--- config.mk ---
export PLATFORM = sky130hd
export DESIGN_NAME = uart_rx_axis_flat
export DESIGN_NICKNAME = d
export VERILOG_FILES = /design/src/rtl/uart_rx_axis_if.sv /design/src/rtl/uart_rx_axis.sv /design/src/flat_wrapper.sv
export SDC_FILE = /design/constraint.sdc
export NUM_CORES = 1
export LEC_CHECK = 0
export ABC_CLOCK_PERIOD_IN_PS = 2980
export BUFFER_PORTS_ARGS = -buffer_cell sky130_fd_sc_hd__buf_2
export CORE_MARGIN = 2
export CORE_UTILIZATION = 55
export DETAILED_ROUTE_END_ITERATION = 12
export PLACE_DENSITY_LB_ADDON = 0.15
export REMOVE_ABC_BUFFERS = 1
export SYNTH_ARGS = -nofsm -noshare
export SYNTH_HDL_FRONTEND = slang
export SYNTH_SLANG_ARGS = --single-unit
--- constraint.sdc ---
create_clock -name clk -period 2.98 [get_ports clk]
set_clock_uncertainty 0.05 [all_clocks]
set_input_delay 0.149 -clock clk [delete_from_list [all_inputs] [get_ports clk]]
set_output_delay 0.149 -clock clk [all_outputs]
set_load 0.005 [all_outputs]
--- src/rtl/uart_rx_axis_if.sv ---
// AXI-Stream byte channel carrying received UART bytes.
// master: the receiver driving tdata/tvalid; slave: the consumer driving tready.
interface uart_rx_axis_if;
  logic [7:0] tdata;
  logic       tvalid;
  logic       tready;

  modport master (
    output tdata,
    output tvalid,
    input  tready
  );

  modport slave (
    input  tdata,
    input  tvalid,
    output tready
  );
endinterface

--- src/rtl/uart_rx_axis.sv ---
// UART receiver: deserialises frames from rxd into bytes on an AXI-Stream master.
// Default build receives 8N1. Defining UART_RX_PARITY_EN adds an even-parity bit
// (8E1), enables parity_error and drops bytes whose parity does not match.
// UART_BAUD is the number of clk cycles per bit period (4..65535).
module uart_rx_axis #(
  parameter int UART_BAUD = 434
) (
  input  logic             clk,
  input  logic             rst,
  input  logic             rxd,
  uart_rx_axis_if.master   m_axis,
  output logic             busy,
  output logic             frame_error,
  output logic             overrun_error,
  output logic             parity_error
);

  localparam int CNT_W = (UART_BAUD > 1) ? $clog2(UART_BAUD) : 1;
  localparam logic [CNT_W-1:0] CNT_FULL = CNT_W'(UART_BAUD - 1);
  localparam logic [CNT_W-1:0] CNT_HALF = CNT_W'((UART_BAUD >> 1) - 1);

  localparam logic [2:0] ST_IDLE   = 3'd0;
  localparam logic [2:0] ST_START  = 3'd1;
  localparam logic [2:0] ST_DATA   = 3'd2;
`ifdef UART_RX_PARITY_EN
  localparam logic [2:0] ST_PARITY = 3'd3;
`endif
  localparam logic [2:0] ST_STOP   = 3'd4;
  localparam logic [2:0] ST_BREAK  = 3'd5;

  logic             rxd_meta_q;
  logic             rxs_q;

  logic [2:0]       state_q, state_d;
  logic [CNT_W-1:0] cnt_q, cnt_d;
  logic [2:0]       bit_idx_q, bit_idx_d;
  logic [7:0]       shift_q, shift_d;
  logic             cnt_clr;
  logic             sample_full;

  logic             byte_done;
  logic             byte_accept;
  logic             stop_low;

  logic [7:0]       tdata_q, tdata_d;
  logic             tvalid_q, tvalid_d;
  logic             frame_err_q, frame_err_d;
  logic             overrun_q, overrun_d;

`ifdef UART_RX_PARITY_EN
  logic             parity_bad_q, parity_bad_d;
  logic             parity_err_q, parity_err_d;
`endif

  // Two-flop synchronizer for the asynchronous rxd pin; idles high out of reset
  always_ff @(posedge clk or posedge rst) begin
    if (rst) begin
      rxd_meta_q <= 1'b1;
      rxs_q      <= 1'b1;
    end else begin
      rxd_meta_q <= rxd;
      rxs_q      <= rxd_meta_q;
    end
  end

  assign sample_full = (cnt_q == CNT_FULL);

  // Frame FSM: start-bit qualification, LSB-first data shifting, optional parity and stop check
  always_comb begin
    state_d   = state_q;
    bit_idx_d = bit_idx_q;
    shift_d   = shift_q;
    cnt_clr   = 1'b0;
    byte_done = 1'b0;
    stop_low  = 1'b0;
`ifdef UART_RX_PARITY_EN
    parity_bad_d = parity_bad_q;
`endif
    case (state_q)
      ST_IDLE: begin
        if (!rxs_q) begin
          state_d = ST_START;
        end
      end
      ST_START: begin
        if (cnt_q == CNT_HALF) begin
          if (rxs_q) begin
            state_d = ST_IDLE;
          end else begin
            state_d   = ST_DATA;
            bit_idx_d = 3'd0;
          end
        end
      end
      ST_DATA: begin
        if (sample_full) begin
          shift_d = {rxs_q, shift_q[7:1]};
          if (bit_idx_q == 3'd7) begin
`ifdef UART_RX_PARITY_EN
            state_d = ST_PARITY;
`else
            state_d = ST_STOP;
`endif
          end else begin
            bit_idx_d = bit_idx_q + 3'd1;
            cnt_clr   = 1'b1;
          end
        end
      end
`ifdef UART_RX_PARITY_EN
      ST_PARITY: begin
        if (sample_full) begin
          parity_bad_d = rxs_q ^ (^shift_q);
          state_d      = ST_STOP;
        end
      end
`endif
      ST_STOP: begin
        if (sample_full) begin
          if (rxs_q) begin
            byte_done = 1'b1;
            state_d   = ST_IDLE;
          end else begin
            stop_low = 1'b1;
            state_d  = ST_BREAK;
          end
        end
      end
      ST_BREAK: begin
        if (rxs_q) begin
          state_d = ST_IDLE;
        end
      end
      default: begin
        state_d = ST_IDLE;
      end
    endcase
  end

  // Bit-period counter restarts on every state entry and between data bits
  always_comb begin
    cnt_d = cnt_q + 1'b1;
    if (cnt_clr || (state_d != state_q)) begin
      cnt_d = '0;
    end
  end

  // A parity mismatch is only reported once the stop bit is good, so a framing error always wins
`ifdef UART_RX_PARITY_EN
  assign byte_accept  = byte_done && !parity_bad_q;
  assign parity_err_d = byte_done && parity_bad_q;
`else
  assign byte_accept  = byte_done;
`endif

  assign frame_err_d = stop_low;

  // Single-entry output register: load when empty or draining this cycle, otherwise flag overrun
  always_comb begin
    tvalid_d  = tvalid_q;
    tdata_d   = tdata_q;
    overrun_d = 1'b0;
    if (tvalid_q && m_axis.tready) begin
      tvalid_d = 1'b0;
    end
    if (byte_accept) begin
      if (!tvalid_q || m_axis.tready) begin
        tvalid_d = 1'b1;
        tdata_d  = shift_q;
      end else begin
        overrun_d = 1'b1;
      end
    end
  end

  // State, datapath and registered error pulses
  always_ff @(posedge clk or posedge rst) begin
    if (rst) begin
      state_q     <= ST_IDLE;
      cnt_q       <= '0;
      bit_idx_q   <= 3'd0;
      shift_q     <= 8'h00;
      tdata_q     <= 8'h00;
      tvalid_q    <= 1'b0;
      frame_err_q <= 1'b0;
      overrun_q   <= 1'b0;
    end else begin
      state_q     <= state_d;
      cnt_q       <= cnt_d;
      bit_idx_q   <= bit_idx_d;
      shift_q     <= shift_d;
      tdata_q     <= tdata_d;
      tvalid_q    <= tvalid_d;
      frame_err_q <= frame_err_d;
      overrun_q   <= overrun_d;
    end
  end

`ifdef UART_RX_PARITY_EN
  // Parity tracking and its registered error pulse
  always_ff @(posedge clk or posedge rst) begin
    if (rst) begin
      parity_bad_q <= 1'b0;
      parity_err_q <= 1'b0;
    end else begin
      parity_bad_q <= parity_bad_d;
      parity_err_q <= parity_err_d;
    end
  end

  assign parity_error = parity_err_q;
`else
  assign parity_error = 1'b0;
`endif

  assign m_axis.tdata   = tdata_q;
  assign m_axis.tvalid  = tvalid_q;
  assign busy           = (state_q != ST_IDLE);
  assign frame_error    = frame_err_q;
  assign overrun_error  = overrun_q;

endmodule

--- src/flat_wrapper.sv ---
// flat-port wrapper written by rule: the top's interface ports become plain ports
module uart_rx_axis_flat 
#(
  parameter int UART_BAUD = 434
)
  (clk, rst, rxd, busy, frame_error, overrun_error, parity_error, m_axis_tdata, m_axis_tvalid, m_axis_tready);
  uart_rx_axis_if m_axis_i ();
  input  logic clk;
  input  logic rst;
  input  logic rxd;
  output logic busy;
  output logic frame_error;
  output logic overrun_error;
  output logic parity_error;
  output wire logic [$bits(m_axis_i.tdata)-1:0] m_axis_tdata;
  output wire logic [$bits(m_axis_i.tvalid)-1:0] m_axis_tvalid;
  input wire logic [$bits(m_axis_i.tready)-1:0] m_axis_tready;
  assign m_axis_tdata = m_axis_i.tdata;
  assign m_axis_tvalid = m_axis_i.tvalid;
  assign m_axis_i.tready = m_axis_tready;
  uart_rx_axis #(.UART_BAUD(UART_BAUD)) u_core (.clk(clk), .rst(rst), .rxd(rxd), .m_axis(m_axis_i), .busy(busy), .frame_error(frame_error), .overrun_error(overrun_error), .parity_error(parity_error));
endmodule
# Word-level counts from Yosys, hierarchy flattened
# Index checks and enable logic that the tools add are counted.
# classes
n_addsub,2
n_eq_ne,12
muxes,29
reduce_logical,10
# ops
op,count
$mux 3,11
$pmux 3 s5,1
$mux 1,14
$add 9x1->9 const B,1
$eq 3x3->1 const B,3
$eq 9x8->1 const B,1
$eq 9x9->1 const B,1
$mux 9,1
$pmux 3 s2,1
$reduce_and 5->1,1
$ne 2x1->1 const B,2
$ne 2x2->1 const B,2
$reduce_and 2->1,2
$add 3x1->3 const B,1
$eq 3x1->1 const B,1
$eq 3x2->1 const B,1
$logic_not 3->1,1
$ne 3x3->1,1
$reduce_bool 3->1,1
$logic_or 1x1->1,2
$mux 2,1
$reduce_bool 2->1,1
$logic_and 1x1->1,1
$logic_not 1->1,1
# totals
ff_bits,36
inputBits,4
output_inout_bits,13
elab_cells,63

# Depth between registers and ports, before layout
# logic_depth
word_depth,7
mapped_depth,7
mapped_depth_nobuf,6

# Worst setup path after synthesis
# Ideal clock, no wire load.
# synth_path
kind,register to register
start,register u_core.cnt_q[1]
end,register u_core.bit_idx_q[0]
setup_time_ps,125
t_arrival_ps,1553
t_required_ps,2805
setup_slack_ps,1252
path_stages_with_launch,8
path_buffers,1
period_less_slack_ps,1728
path_cell_list,dfrtp_1 inv_1 ha_1 and4b_1 buf_2 nand4_4 o21a_1 mux2_4
# synth_between
elab_chain_cells,3
word_cells_on_any_way,5
cone_classes,4 x eq/ne; 1 x reduce/logical
# synth_lines
element,line_no,rtl
from (decl),uart_rx_axis.sv:35,"logic [CNT_W-1:0] cnt_q, cnt_d;"
from (signal assigned),uart_rx_axis.sv:189,cnt_q <= cnt_d;
$eq 9x9->1 or $eq 9x8->1 (tied branches),"uart_rx_axis.sv:66, uart_rx_axis.sv:86",
$ne 2x1->1 (no source line),n/a,
$reduce_and 5->1 (no source line) *,n/a,
to (signal assigned),uart_rx_axis.sv:190,bit_idx_q <= bit_idx_d;
to (decl),uart_rx_axis.sv:36,"logic [2:0] bit_idx_q, bit_idx_d;"
# Mark *: on every way between the ends. The rest lies on a longest branch, timed or not.
# A chain may end at the register's enable or synchronous reset.

# Final worst setup path
# layout_path
start,register u_core.cnt_q[1]
end,register u_core.cnt_q[2]
# layout_between
elab_chain_cells,6
word_cells_on_any_way,12
cone_classes,1 x add/sub; 3 x eq/ne; 7 x mux; 1 x reduce/logical
# layout_lines
element,line_no,rtl
$eq 9x9->1 or $eq 9x8->1 (tied branches),"uart_rx_axis.sv:66, uart_rx_axis.sv:86",
$mux 3 (on tied branches),"uart_rx_axis.sv:119, uart_rx_axis.sv:86, uart_rx_axis.sv:96",
$pmux 3 s5,uart_rx_axis.sv:79,case (state_q)
$ne 3x3->1,uart_rx_axis.sv:143,if (cnt_clr || (state_d != state_q)) begin
$logic_or 1x1->1,uart_rx_axis.sv:143,
$mux 9 *,uart_rx_axis.sv:143,
net u_core.cnt_d[2],uart_rx_axis.sv:35,
# The timed path passes the listed nets; every way through them passes the cells marked *.

==> impl_results.md <==
* Status: finished clean
* Clock Sinks at 36
* Total number of vias at about 1,100
* Die Y at just under 60 um
* Design Area, Final at roughly 1900 um2
* Tightest Pin Transition at 0.720 ns
* Dpl cell area at about 1800 um2
* Min-delay src: m_axis_tready
* Num ports at 17
* Num rows at 20
* Largest net degree at the start of global routing at 28
* Yosys warning count at 0
* Most frequent cells in the layout: 34 x dfrtp_1, 16 x mux2_2, 15 x buf_2
* Seq/Total Area, Yosys at roughly 54%
* Power Density at 452 nW/um2
* Hold Violations, Final at 0
* Root buf cell: clkbuf_4
* Detailed Routing Iterations Pass 1 at 4
* Synth Register Bits at 36
* Dpl cells at 182
* Total negative slack at 0 ns
* Max Cap Viol at 0
* IO buf count at 15
* Period utilization at approximately 68%
* Global Route Usage Sum at between 15 and 20%
* Critical path class: reg2reg
* Hold Path Class: in2reg
* Worst Path Required at 3.12 ns
* Mapped Area at roughly 1700 um2
* Cell count after synthesis at between 100 and 150
* Synth area leaders: dfrtp_1 51%, mux2_2 11%, ha_1 3.7%, nor3_1 3.3%, dfstp_2 3.1%
* Arrival @ worst endpoint at approximately 2.2 ns
* GRT Residual Overflow at 0
* Longest Clk Path Bufs at 2
* Antenna fix cells at 0
* Setup Fix Bufs, Post-CTS at 0
* First-pass GRT wire length at 4940 um
* DRC Markers at 0
* Fmax achieved at approximately 490 MHz
* Post-DR wirelength/cell at roughly 15 um
* Starting density of the core at a little under three fifths
* Post-CTS sizing at 0
* Minimum clock period at 2.03 ns
* Share of cells above drive strength 1 at between 30% and 40%
* Finished Layout Cells at 192
* LEAKAGE at between 0.9 and 1 nW
* Core area at slightly below 3000 um2
* Distinct cells, synth at 40
* Vias/cell at 5.70
* Max FO, Critical Path at 9
* Worst r2r src: u_core.cnt_q[1]$_DFF_PP0_
* Final #Nets at around 170
* Synth top area share at 50.8%
* Htree depth at 2
* Clk pin slew, worst setup/hold paths at 0.11 ns
* CTS Hold Bufs at 2
* Final Power at around 0.00084 W
* Vias in the first global route at between 1,000 and 1,500
* CTS tree: built
* Setup crit end kind: flip-flop
* DP Wirelength at 1930 um
* Clk_lat worst skew at roughly 0.34 ns
* Slew Limit Fails at 0
* RD Place Congestion at ~0.8
* ANT nets after route at 0
* Final design utilization at a little over three fifths
* Max VDD drop at approximately 0.26 mV
* Die area at 3500 um2
* Worst setup startpoint: u_core.cnt_q[1]$_DFF_PP0_
* Setup violators final at 0
* Final WL at between 2000 and 3000 um
* Cell taking the most area after synthesis: dfrtp_1
* Area Growth Syn to Fin at 11.6%
* Max-slew headroom at approximately 52%
* RSZ-0062 raised after global routing: false
* Die width at 59.2 um
* CP Launch Type: flip-flop
* Number of buffers created by CTS at 5
* Initial DRC Count at 37
* Avg Cell Area, Syn at 12.1 um2
* Commonest non-fill, non-tap cell in the layout: dfrtp_1
* Antenna violations before repair at 0
-- logic make-up (layout without fill, tap and decap cells) --
kind of cell | Yosys count | in the layout | synth area share, %
AND/OR/NAND/NOR | 48 | 48 | 17.8
adder cells (fa/ha/maj) | 5 | 5 | 3.73
other | 1 | 1 | 0.224
AO/OA/AOI/OAI | 14 | 14 | 6.27
flip-flops | 36 | 36 | 53.9
buffers and inverters | 10 | 31 | 2.69
XOR/XNOR | 7 | 7 | 3.66
multiplexers | 17 | 17 | 11.7
-- synth_stat cells, drive strengths merged --
master	n
nand2b	2
o22ai	1
conb	1
clkbuf	2
xor2	3
nand2	8
and3	1
mux2	17
a21oi	3
o21a	1
xnor2	4
nor2b	1
or3	1
a21boi	2
and2	3
nor3b	3
a211o	1
and4bb	2
nor4	1
dfrtp	34
dfstp	2
buf	3
nor2	6
inv	5
a211oi	1
a22o	2
ha	5
nor3	11
a32o	1
o21ai	2
nand3	5
nand4	3
and4b	1
-- critical path: stages (launching register included) --
cell,delay [ns]
dfrtp_1,0.43
inv_1,0.09
ha_1,0.13
and4b_1,0.35
a21boi_0,0.14
o22ai_1,0.58
nor3_1,0.12
-- through the flow --
stage          hold slack (ns)  setup slack (ns)
3_5_place_dp            0.0943             0.960
3_3_place_gp            0.0815              1.05
4_1_cts                 0.0875             0.934
6_report                0.0977             0.953
5_1_grt                  0.111             0.747
2_1_floorplan            0.103              1.24
-- worst paths after layout --
kind,end,slack [ns],depth (start not counted)
worst max register to register,u_core.cnt_q[2]$_DFF_PP0_,0.95,6
worst min-delay path,u_core.overrun_error$_DFF_PP0_,0.1,3
worst min register to register,u_core.rxs_q$_DFF_PP1_,0.33,0
max in group asynchronous,u_core.rxs_q$_DFF_PP1_,1.90,4
min in group asynchronous,u_core.m_axis.tvalid$_DFF_PP0_,0.26,3
worst max-delay path,u_core.cnt_q[2]$_DFF_PP0_,0.95,6
-- flip-flops by register name (all words and copies together) (netlist names), 3 cells and up --
register,cells
u_core.cnt_q,9
u_core.bit_idx_q,3
u_core.m_axis.tdata,8
u_core.state_q,3
u_core.shift_q,8
-- routing by layer --
| metal | part of all wire (%) | track usage (%) | vias up |
|---|---|---|---|
| met5 | 0 | 0 | - |
| met4 | 1.9 | 6.82 | 0 |
| met3 | 4.9 | 5.90 | 8 |
| met2 | 47 | 30.8 | 34 |
| met1 | 46 | 25.2 | 527 |
| li1 | - | - | 526 |
-- area by class of cell --
| class | count | area, um2 |
|---|---|---|
| Clock inverter | 2 | 35.0 |
| Clock buffer | 6 | 41.3 |
| Sequential cell | 36 | 903 |
| Timing Repair Buffer | 18 | 103 |
| Inverter | 5 | 18.8 |
| Multi-Input combinational cell | 92 | 727 |
| Tap cell | 33 | 41.3 |
| Fill cell | 247 | 1110 |
-- power by group --
group          switching (W)  internal (W)
registers         0.00000196      0.000491
clock network       0.000161      0.000176
logic              0.0000107    0.00000467
total               0.000174      0.000671
No activity file was read; power rests on OpenSTA's default activity.
